==> src/rtl/tdm_pkg.sv <==
// tdm_pkg: shared types and constants for the tdm_demux codebase slice
package tdm_pkg;
    typedef enum logic {HUNT = 1'b0, COLLECT = 1'b1} state_t;
    localparam int ERR_CNT_WIDTH = 8;
    localparam logic [ERR_CNT_WIDTH-1:0] ERR_CNT_MAX = 8'd255;
endpackage

==> src/rtl/tdm_demux_wrap_counter.sv <==
// wrap_counter: SIZE-bit channel counter with load, increment and terminal count at 2**SIZE-1
module wrap_counter #(
    parameter int SIZE = 3,
    localparam int CW = SIZE > 0 ? SIZE : 1
) (
    input  logic          clk,
    input  logic          reset,
    input  logic          load,
    input  logic [CW-1:0] load_val,
    input  logic          inc,
    output logic [CW-1:0] count,
    output logic          tc
);
    // load wins over increment; increment wraps naturally past 2**SIZE-1
    always_ff @(posedge clk)
        if (!reset) count <= '0;
        else if (load) count <= load_val;
        else if (inc) count <= count + 1'b1;
    assign tc = count == CW'((1 << SIZE) - 1);
endmodule

==> src/rtl/tdm_demux.sv <==
// tdm_demux: frame-aligned TDM demultiplexer; TDM_DEMUX_ERR_CNT_EN adds a saturating err_count
module tdm_demux
    import tdm_pkg::*;
#(
    parameter int WIDTH = 3,
    parameter int SIZE = 3,
    localparam int N = 1 << SIZE
) (
    input  logic               clk,
    input  logic               reset,
    input  logic [WIDTH-1:0]   in,
    input  logic               in_valid,
    input  logic               in_sof,
    output logic [WIDTH*N-1:0] out,
    output logic               out_valid,
    output logic               locked,
    output logic               frame_err
`ifdef TDM_DEMUX_ERR_CNT_EN
    ,
    output logic [ERR_CNT_WIDTH-1:0] err_count
`endif
);
    localparam int CW = SIZE > 0 ? SIZE : 1;
    localparam int SH = N > 1 ? N - 1 : 1;
    state_t state;
    logic [CW-1:0] ch;
    logic tc, sof_w, dat_w, first, complete, err, ch_inc;
    logic [WIDTH-1:0] shadow [SH];
    logic [WIDTH*N-1:0] frame;
    wrap_counter #(.SIZE(SIZE)) u_ch (
        .clk(clk),
        .reset(reset),
        .load(sof_w),
        .load_val(CW'(N > 1 ? 1 : 0)),
        .inc(ch_inc),
        .count(ch),
        .tc(tc)
    );
    // decode the accepted word against state and channel position
    always_comb begin
        sof_w = in_valid & in_sof;
        dat_w = in_valid & ~in_sof;
        first = ch == '0;
        ch_inc = dat_w && state == COLLECT && !first;
        complete = (sof_w && N == 1) || (ch_inc && tc);
        err = state == COLLECT && ((sof_w && !first) || (dat_w && first));
    end
    // assemble a full frame: shadow words in the low lanes, current word in the top lane
    always_comb begin
        frame = '0;
        for (int k = 0; k < N - 1; k++) frame[k*WIDTH +: WIDTH] = shadow[k];
        frame[(N-1)*WIDTH +: WIDTH] = in;
    end
    // state, shadow capture and registered frame publication
    always_ff @(posedge clk)
        if (!reset) begin
            state <= HUNT;
            out <= '0;
            out_valid <= 1'b0;
            frame_err <= 1'b0;
            for (int k = 0; k < SH; k++) shadow[k] <= '0;
        end else begin
            out_valid <= complete;
            frame_err <= err;
            if (complete) out <= frame;
            if (sof_w) state <= COLLECT;
            else if (err) state <= HUNT;
            if (sof_w) shadow[0] <= in;
            else if (ch_inc && !tc) shadow[ch] <= in;
        end
    assign locked = state == COLLECT;
`ifdef TDM_DEMUX_ERR_CNT_EN
    // saturating count of framing violations, cleared only by reset
    always_ff @(posedge clk)
        if (!reset) err_count <= '0;
        else if (err && err_count != ERR_CNT_MAX) err_count <= err_count + 1'b1;
`endif
endmodule

==> config.mk <==
export PLATFORM = sky130hd
export DESIGN_NAME = tdm_demux
export DESIGN_NICKNAME = d
export VERILOG_FILES = /design/src/rtl/tdm_pkg.sv /design/src/rtl/tdm_demux_wrap_counter.sv /design/src/rtl/tdm_demux.sv
export SDC_FILE = /design/constraint.sdc
export NUM_CORES = 1
export LEC_CHECK = 0
export BUFFER_PORTS_ARGS = -buffer_cell sky130_fd_sc_hd__buf_2
export CORE_MARGIN = 4
export CORE_UTILIZATION = 40
export DETAILED_ROUTE_END_ITERATION = 10
export GPL_ROUTABILITY_DRIVEN = 0
export HOLD_SLACK_MARGIN = 0.08
export PLACE_DENSITY_LB_ADDON = 0.25
export SLEW_MARGIN = 10
export SYNTH_ARGS = -nofsm -noshare
export SYNTH_HDL_FRONTEND = slang
export SYNTH_SLANG_ARGS = --single-unit
==> constraint.sdc <==
create_clock -name clk -period 2.6 [get_ports clk]
set_input_delay 0.26 -clock clk [delete_from_list [all_inputs] [get_ports clk]]
set_output_delay 0.26 -clock clk [all_outputs]
set_load 0.1 [all_outputs]
# [Yosys cells after proc, flatten, opt, wreduce, memory -nomap -nowiden]
# Memory sizes are Yosys's and may differ from the RTL's. A register that Yosys moved wholly into a read port is not among the register bits.
# Index checks and enable logic that the tools add are counted.
[totals] ff_bits=30 output_inout_bits=27 in_bits=7 elab_cells=52 ram_bits=21 n_memories=1
[op_classes] n_reduce_logical=22 addsub=1 n_mux=16 n_bitwise=5 n_eq_ne=1
[mem_list] name="shadow" words=7 word_bits=3 rd=7 rd_clocked_by_memory_dff=7 write_ports=7 line_no="tdm_demux.sv:28" rtl="logic [WIDTH-1:0] shadow [SH];"
[ops] op="$mux W1" count=13
[ops] op="$logic_not A1 Y1" count=9
[ops] op="$mux W3" count=3
[ops] op="$logic_and A1 B1 Y1" count=7
[ops] op="$reduce_bool A2 Y1" count=2
[ops] op="$add A3 B1 Y3 const B" count=1
[ops] op="$eq A3 B3 Y1 const B" count=1
[ops] op="$logic_not A3 Y1" count=1
[ops] op="$reduce_or A3 Y1" count=1
[ops] op="$and A1 B1 Y1" count=2
[ops] op="$not A1 Y1" count=2
[ops] op="$reduce_or A2 Y1" count=1
[ops] op="$logic_or A1 B1 Y1" count=1
[ops] op="$or A1 B1 Y1" count=1

# [Logic depth before layout (Yosys ltp)]
# Gate-level depths: netlist of the first run.
[logic_depth] word_depth=11 depth_mapped=7

# [Modules after synthesis]
# From an unflattened synthesis of the first run, not the netlist that was laid out.
[hier_totals] cells_unflattened=206 area_unflattened_um2=2235.9
[by_module_without_submodules] module="tdm_demux" cells_each=192 area_each_um2=2070.7 seq_area_each_um2=1141.1 instances=1
[by_module_without_submodules] module="wrap_counter" cells_each=14 area_each_um2=165.2 seq_area_each_um2=60.1 instances=1

# [Worst setup path before layout of the first run]
# Ideal clock, no wire load.
[synth_path] path_type="register to register" startpoint="reg state (netlist: locked)" endpoint="mem shadow[3][0], enable pin" path_stages_with_launch=5 setup_time_ps=344 t_arrival_ps=1897 path_slack_ps=358 path_cell_list="dfxtp_1 > and3b_1 > buf_6 > o2111ai_1 > o21ai_0"
[synth_rtl] element="from (decl)" line_no="tdm_demux.sv:25" rtl="state_t state;"
[synth_rtl] element="from (signal assigned)" line_no="tdm_demux.sv:57" rtl="state <= HUNT;"
[synth_rtl] element="from (signal assigned)" line_no="tdm_demux.sv:66" rtl="if (sof_w) state <= COLLECT;"
[synth_rtl] element="from (signal assigned)" line_no="tdm_demux.sv:67" rtl="else if (err) state <= HUNT;"
[synth_rtl] element="to (decl)" line_no="tdm_demux.sv:28"

==> results of run 1 <==
[metrics by stage]
step,worst slack (ns),power (uW),util [%]
2_1_floorplan,0.3583,921.3,-
3_3_place_gp,0.5966,944.4,45.10
3_5_place_dp,0.5117,944.3,45.10
4_1_cts,0.4847,1503,47.45
5_1_grt,0.3054,1555,47.45
6_report,0.4772,1487,47.45
[cell families after synthesis]
| family | after synthesis | synth area share [%] |
|---|---|---|
| compound gates | 18 | 5.616 |
| xor+xnor | 1 | 0.4012 |
| fa+ha+maj | 3 | 1.719 |
| buf+inv | 16 | 5.272 |
| flops | 51 | 55.01 |
| mux | 27 | 12.38 |
| simple gates | 92 | 19.60 |
[state kept, by name, indices dropped and copies added, names as in the netlist]
| name | flops |
|---|---|
| frame_err | 1 |
| locked | 1 |
| out | 24 |
| out_valid | 1 |
| shadow | 21 |
| u_ch.count | 3 |
[final timing paths]
kind,start,endpoint,cells past startpoint
max,u_ch.count[0]$_SDFFE_PN0P_,shadow[0][1]$_SDFFCE_PN0P_,5
min,in_valid,frame_err$_SDFF_PN0_,3
max reg2reg,u_ch.count[0]$_SDFFE_PN0P_,shadow[0][1]$_SDFFCE_PN0P_,5
min reg2reg,out[6]$_SDFFE_PN0P_,out[6]$_SDFFE_PN0P_,2
[area by class of cell]
| type | count | area [sq um] |
|---|---|---|
| well taps | 70 | 87.58 |
| repair buffers | 34 | 172.7 |
| inverters | 5 | 18.77 |
| flip-flops and latches | 51 | 1201 |
| multi-input cells | 141 | 867.1 |
| fillers | 513 | 2735 |
| clock buffers | 8 | 122.6 |
[power breakdown]
| group | switching (uW) | internal (uW) | leakage (uW) | total [uW] |
|---|---|---|---|---|
| Combinational | 59.2 | 21.5 | 0.000427 | 80.7 |
| Clock | 254 | 307 | 0.0000618 | 561 |
| Sequential | 7.70 | 838 | 0.000453 | 845 |
| Total | 321 | 1170 | 0.000942 | 1490 |
[synth_stat cells (all sizes together) (5+ instances only)]
master,number
mux2i,27
o21ai,5
inv,5
nor2b,5
nor2,16
buf,8
edfxtp,18
nand2,52
dfxtp,33
[worst max-delay path, delay by kind of cell (launching register included)]
| kind | cells | cell delay, ns |
|---|---|---|
| and+or+nand+nor | 2 | 0.77 |
| adders and majority gates | 2 | 0.49 |
| DFF | 1 | 0.40 |
| AOI/OAI and AO/OA | 1 | 0.19 |
[routing by layer]
layer,track usage [%],share of wire (%)
met4,4.651,1.4
met2,22.21,46
met3,3.289,4.9
met5,0,0
met1,17.41,48
==> results.toml, run 1 <==
[critical_path]
path_class = "reg2reg"
crit_path_cell_trace = "ha_1 > ha_1 > nand2b_1 > nor4_1 > a31oi_1"
critPathMostFrequentCell = "ha_1"
critPathMaxFanout = 8
cp-end-kind = "flop"
regToRegSetupSlack_ns = 0.48
critical_path_arrival_ns = 2.14
cpMaxStageDelayCell = "nor4_1"
worst_path_largest_cell_delay_ns = 0.57
cp-start-kind = "flop"
cp.required_ns = 2.62

[hold_path]
hp-class = "in2reg"

[timing]
hold_viol = 0
finalSetupViolCount = 0
max_freq_mhz = 471.1
worst_pin_slew_ns = 0.6114
rsz0062_at_grt = "false"
fin_setup_tns_ns = 0
slew_violations = 0
slew_headroom_pct = 58.86
whs_ns = 0.2691
fin_skew_ns = 0.009704
finalCriticalPeriod_ns = 2.123
final.period_utilization_pct = 81.65

[clock_network]
clock-root-buffer = "clkbuf_8"
cts_setup_buffers = 0
cts_tree = "done"
cts_buffers = 5
cts_max_path_buffers = 2
htreeDepth = 2
clkLatencyLatePin_ns = 0.30
cts_resized = 0
clk_pin_slew_ns = 0.08
cts_sinks = 51
cts-hold-fix-buffers = 0

[logic_synthesis]
yosysWarnings = 0
synthTopCellsByArea = "dfxtp_1 (30%), edfxtp_1 (25%), mux2i_1 (12%)"
ys_types = 37
syn-num-nets = 218
synth_async_sr_flop_share_pct = 0
synth_top_area_share_pct = 30.26
syn_inst = 208
syn_area_sq_um = 2183
yosysSeqAreaShare_pct = 55.01
post_synth.cell_area_avg_sq_um = 10.50
yosysTopAreaCell = "dfxtp_1"
synth-seq-cells = 51
ys.flop_type = "dfxtp_1"
synth_edf_count = 18

[placed_design]
io_buffers = 33
dp_hpwl_mm = 2.895
dp.cells = 301
placed_area_sq_um = 2347

[layout]
final_area_sq_um = 2470
nets = 248
fin_cells = 309
layout_commonest_cell = "nand2_1"
antenna_cells = 0
layout-drive-gt1-share_pct = 19.25
area_delta_synth_final_pct = 13.12
mostFrequentLayoutCells = "nand2_1 (52), dfxtp_1 (33), buf_2 (33)"

[global_routing]
gr-usage-all-layers_pct = 13.56
grt-ovfl-total = 0
grt_max_degree = 55
antenna_found_initial = 0
grt_pass1_vias = 1446
grt_pass1_wl_mm = 6.837

[die]
coreArea_sq_um = 5205
row_count = 26
io_pins = 34
die_area_sq_um = 6704
die_w_um = 81.88
fp.dieH_um = 81.88
start_util_pct = 41.95

[power_and_ir_drop]
powerDensity_nw_per_um2 = 602.2
vdd_drop_max_uv = 268.5
leakagePower_uw = 0.0009415

[route]
vias = 1518
first_iter_violations = 108
post_drt_wl_per_cell_um = 13.42
vias_per_cell = 4.913
wl_mm = 4.148
dr.pass1.iters = 4
drtAntennaViolNets = 0
drc = 0

[status]
status = "completed"

[job]
maxCapViolations = 0
(Power assumes the default switching activity.)
==> run 2, diff against run 1 <==
--- a/config.mk
+++ b/config.mk
@@ -5,6 +5,7 @@
 export SDC_FILE = /design/constraint.sdc
 export NUM_CORES = 1
 export LEC_CHECK = 0
+export ABC_AREA = 1
 export BUFFER_PORTS_ARGS = -buffer_cell sky130_fd_sc_hd__buf_2
 export CORE_MARGIN = 4
 export CORE_UTILIZATION = 40
==> constraint.sdc (replaced) <==
create_clock -name clk -period 2 [get_ports clk]
set_input_delay 0.2 -clock clk [delete_from_list [all_inputs] [get_ports clk]]
set_output_delay 0.2 -clock clk [all_outputs]
set_load 0.1 [all_outputs]
==> run 2 against run 1 <==
- clock skew fell by 0.0033 ns
- largest power group unchanged
- clock power grew 14%
- critical path depth increased by 6
- routed wire length fell by 17%
==> results.toml, run 2 <==
[hold_path]
hp-class = "in2reg"

[global_routing]
busiest_layer = "met2"
grt-ovfl-total = 0
antenna_found_initial = 0
use_met1_pct = 14.94
grt_pass1_wl_mm = 6.210
grtUsageMet3_pct = 3.812
gr-usage-all-layers_pct = 12.35
grt_pass1_vias = 1412
met2_usage_pct = 20.28
grt_max_degree = 31

[route]
drtAntennaViolNets = 0
vias = 1464
drc = 0
dr.pass1.iters = 4
vias_per_cell = 4.477
first_iter_violations = 57
wl_mm = 3.461
post_drt_wl_per_cell_um = 10.58

[layout]
reg_top3 = "out (24), shadow (21), u_ch.count (3)"
mostFrequentLayoutCells = "nor2_1 (59), buf_2 (33), dfxtp_1 (32)"
fin_cells = 327
multiInputGateArea_sq_um = 780.7
layout-drive-gt1-share_pct = 30.35
area_delta_synth_final_pct = 15.64
final.fill_count = 532
antenna_cells = 0
seqCellArea_sq_um = 1202
largest-register = "out"
nets = 266
layout_commonest_cell = "nor2_1"
largest_register_ffs = 24

[critical_path]
crit_path_cell_trace = "inv_1 > ha_1 > inv_1 > nor2_4 > nor2_8 > nand2_2 > nand2_2 > nand2_2 > inv_2 > nand3_2 > nand2_2"
path_class = "reg2reg"
cp.required_ns = 2.02
critPathMostFrequentCell = "nand2_2"
regToRegSetupSlack_ns = 0.14
cp-start-kind = "flop"
critPathTopFamily = "simple AND/OR/NAND/NOR gates"
cp-end-kind = "flop"
critical_path_arrival_ns = 1.87
worst_path_largest_cell_delay_ns = 0.36
path_buf_inv = 3
cpMaxStageDelayCell = "dfxtp_1"
critPathMaxFanout = 7

[clock_network]
cts_sinks = 51
htreeDepth = 2
clk_pin_slew_ns = 0.08
cts_tree = "done"
clock-root-buffer = "clkbuf_8"
cts_setup_buffers = 0
clkLatencyLatePin_ns = 0.30
cts_max_path_buffers = 2
cts_buffers = 5

[logic_synthesis]
yosysTopAreaCell = "dfxtp_1"
synth_edf_count = 18
yosysSeqAreaShare_pct = 57.07
synthTopCellsByArea = "dfxtp_1 (31%), edfxtp_1 (26%), nor2_1 (11%)"
syn-num-nets = 231
ys.flop_type = "dfxtp_1"
synth_common_cells = "nor2_1 (59), dfxtp_1 (33), nand2_1 (24)"
synth_top_area_share_pct = 31.39
yosysMostFrequentCell = "nor2_1"
post_synth.cell_area_avg_sq_um = 9.523
syn_area_sq_um = 2105
ys_types = 25
syn_inst = 221
yosysWarnings = 0
synth_async_sr_flop_share_pct = 0
synth-seq-cells = 51

[die]
coreArea_sq_um = 5107
io_pins = 34
start_util_pct = 41.21
row_count = 26
die_w_um = 80.54
die_area_sq_um = 6486
fp.dieH_um = 80.54

[timing]
finalSetupViolCount = 0
max_freq_mhz = 538.4
finalWorstSetupSlack_ns = 0.1426
slew_headroom_pct = 67.55
slew_violations = 0
final.period_utilization_pct = 92.87
hold_viol = 0
finalCriticalPeriod_ns = 1.857
fin_skew_ns = 0.006391
worst_pin_slew_ns = 0.4901
fin_setup_tns_ns = 0

[job]
maxCapViolations = 0

[power_and_ir_drop]
leakagePower_uw = 0.001062
vdd_drop_max_uv = 279.0
powerDensity_nw_per_um2 = 754.4

[placed_design]
pre_cts_ws_ns = 0.1004
dp.cells = 319
dp_hpwl_mm = 2.519
io_buffers = 33

[status]
status = "completed"
## run 2: changes by cell type after synthesis, moves of 3 or more
cell	delta
nand2_2	+5
nor2_1	+43
nand2_1	-28
nor3b_1	-3
a21oi_2	+6
o21ai_0	+15
mux2i_1	-27
nor2b_1	-5
inv_1	+10
o21ai_2	+7
nand3_2	+4
## run 2: path summary, 6_finish.rpt
kind / to / from / cells past startpoint
max: shadow[3][0]$_SDFFCE_PN0P_ / u_ch.count[0]$_SDFFE_PN0P_ / 11
min reg2reg: out[20]$_SDFFE_PN0P_ / shadow[6][2]$_SDFFE_PN0P_ / 2
min: shadow[6][1]$_SDFFE_PN0P_ / in[1] / 3
max reg2reg: shadow[3][0]$_SDFFCE_PN0P_ / u_ch.count[0]$_SDFFE_PN0P_ / 11
## run 2: cell families (layout without fill, tap and decap cells)
family | count (synthesis) | in the layout | synth area share (%)
AND/OR/NAND/NOR | 104 | 104 | 23.66
AO/OA/AOI/OAI | 37 | 37 | 11.18
flip-flops | 51 | 51 | 57.07
adder cells (fa/ha/maj) | 3 | 3 | 1.784
buffers and inverters | 26 | 62 | 6.301
## run 2: timing repair
item                                   CTS  global route
endpoints found under the hold margin    0             0
hold buffers                             0             0
setup endpoints to repair                0            12
gates resized for setup                  0             4
## run 2: metal layers
layer  share of wire [%]  up-vias
met1                  48      649
li1                    -      783
met5                   0        -
met4                 1.6        0
met3                 5.5        4
met2                  45       28
## run 2: layout make-up
cell class                      count  share of cell area, %
Tap cell                           70                  3.599
Multi-Input combinational cell    144                  32.08
Timing Repair Buffer               37                  8.021
Sequential cell                    51                  49.41
Clock buffer                        8                  4.165
Inverter                           17                  2.725
## run 2: stage by stage
stage	utilization [%]	hold slack [ns]	total power (uW)	instance area, sq um
final	47.65	0.1714	1836	2434
after detailed placement	45.47	0.4600	1224	2322
after global routing	47.65	0.1724	1926	2434
after global placement	45.47	0.4521	1223	2322
after floorplan	-	0.3349	1194	2106
after CTS	47.45	0.1536	1870	2424
## run 2: worst min-delay path: cells and delay by family
| kind | cells | cell delay [ns] |
|---|---|---|
| buffers and inverters | 1 | 0.11 |
| and+or+nand+nor | 2 | 0.13 |
## run 2: power breakdown
part | internal (uW) | switching, uW
clock | 324 | 312
combinational | 27.6 | 75.0
sequential | 1090 | 6.57
total | 1440 | 394
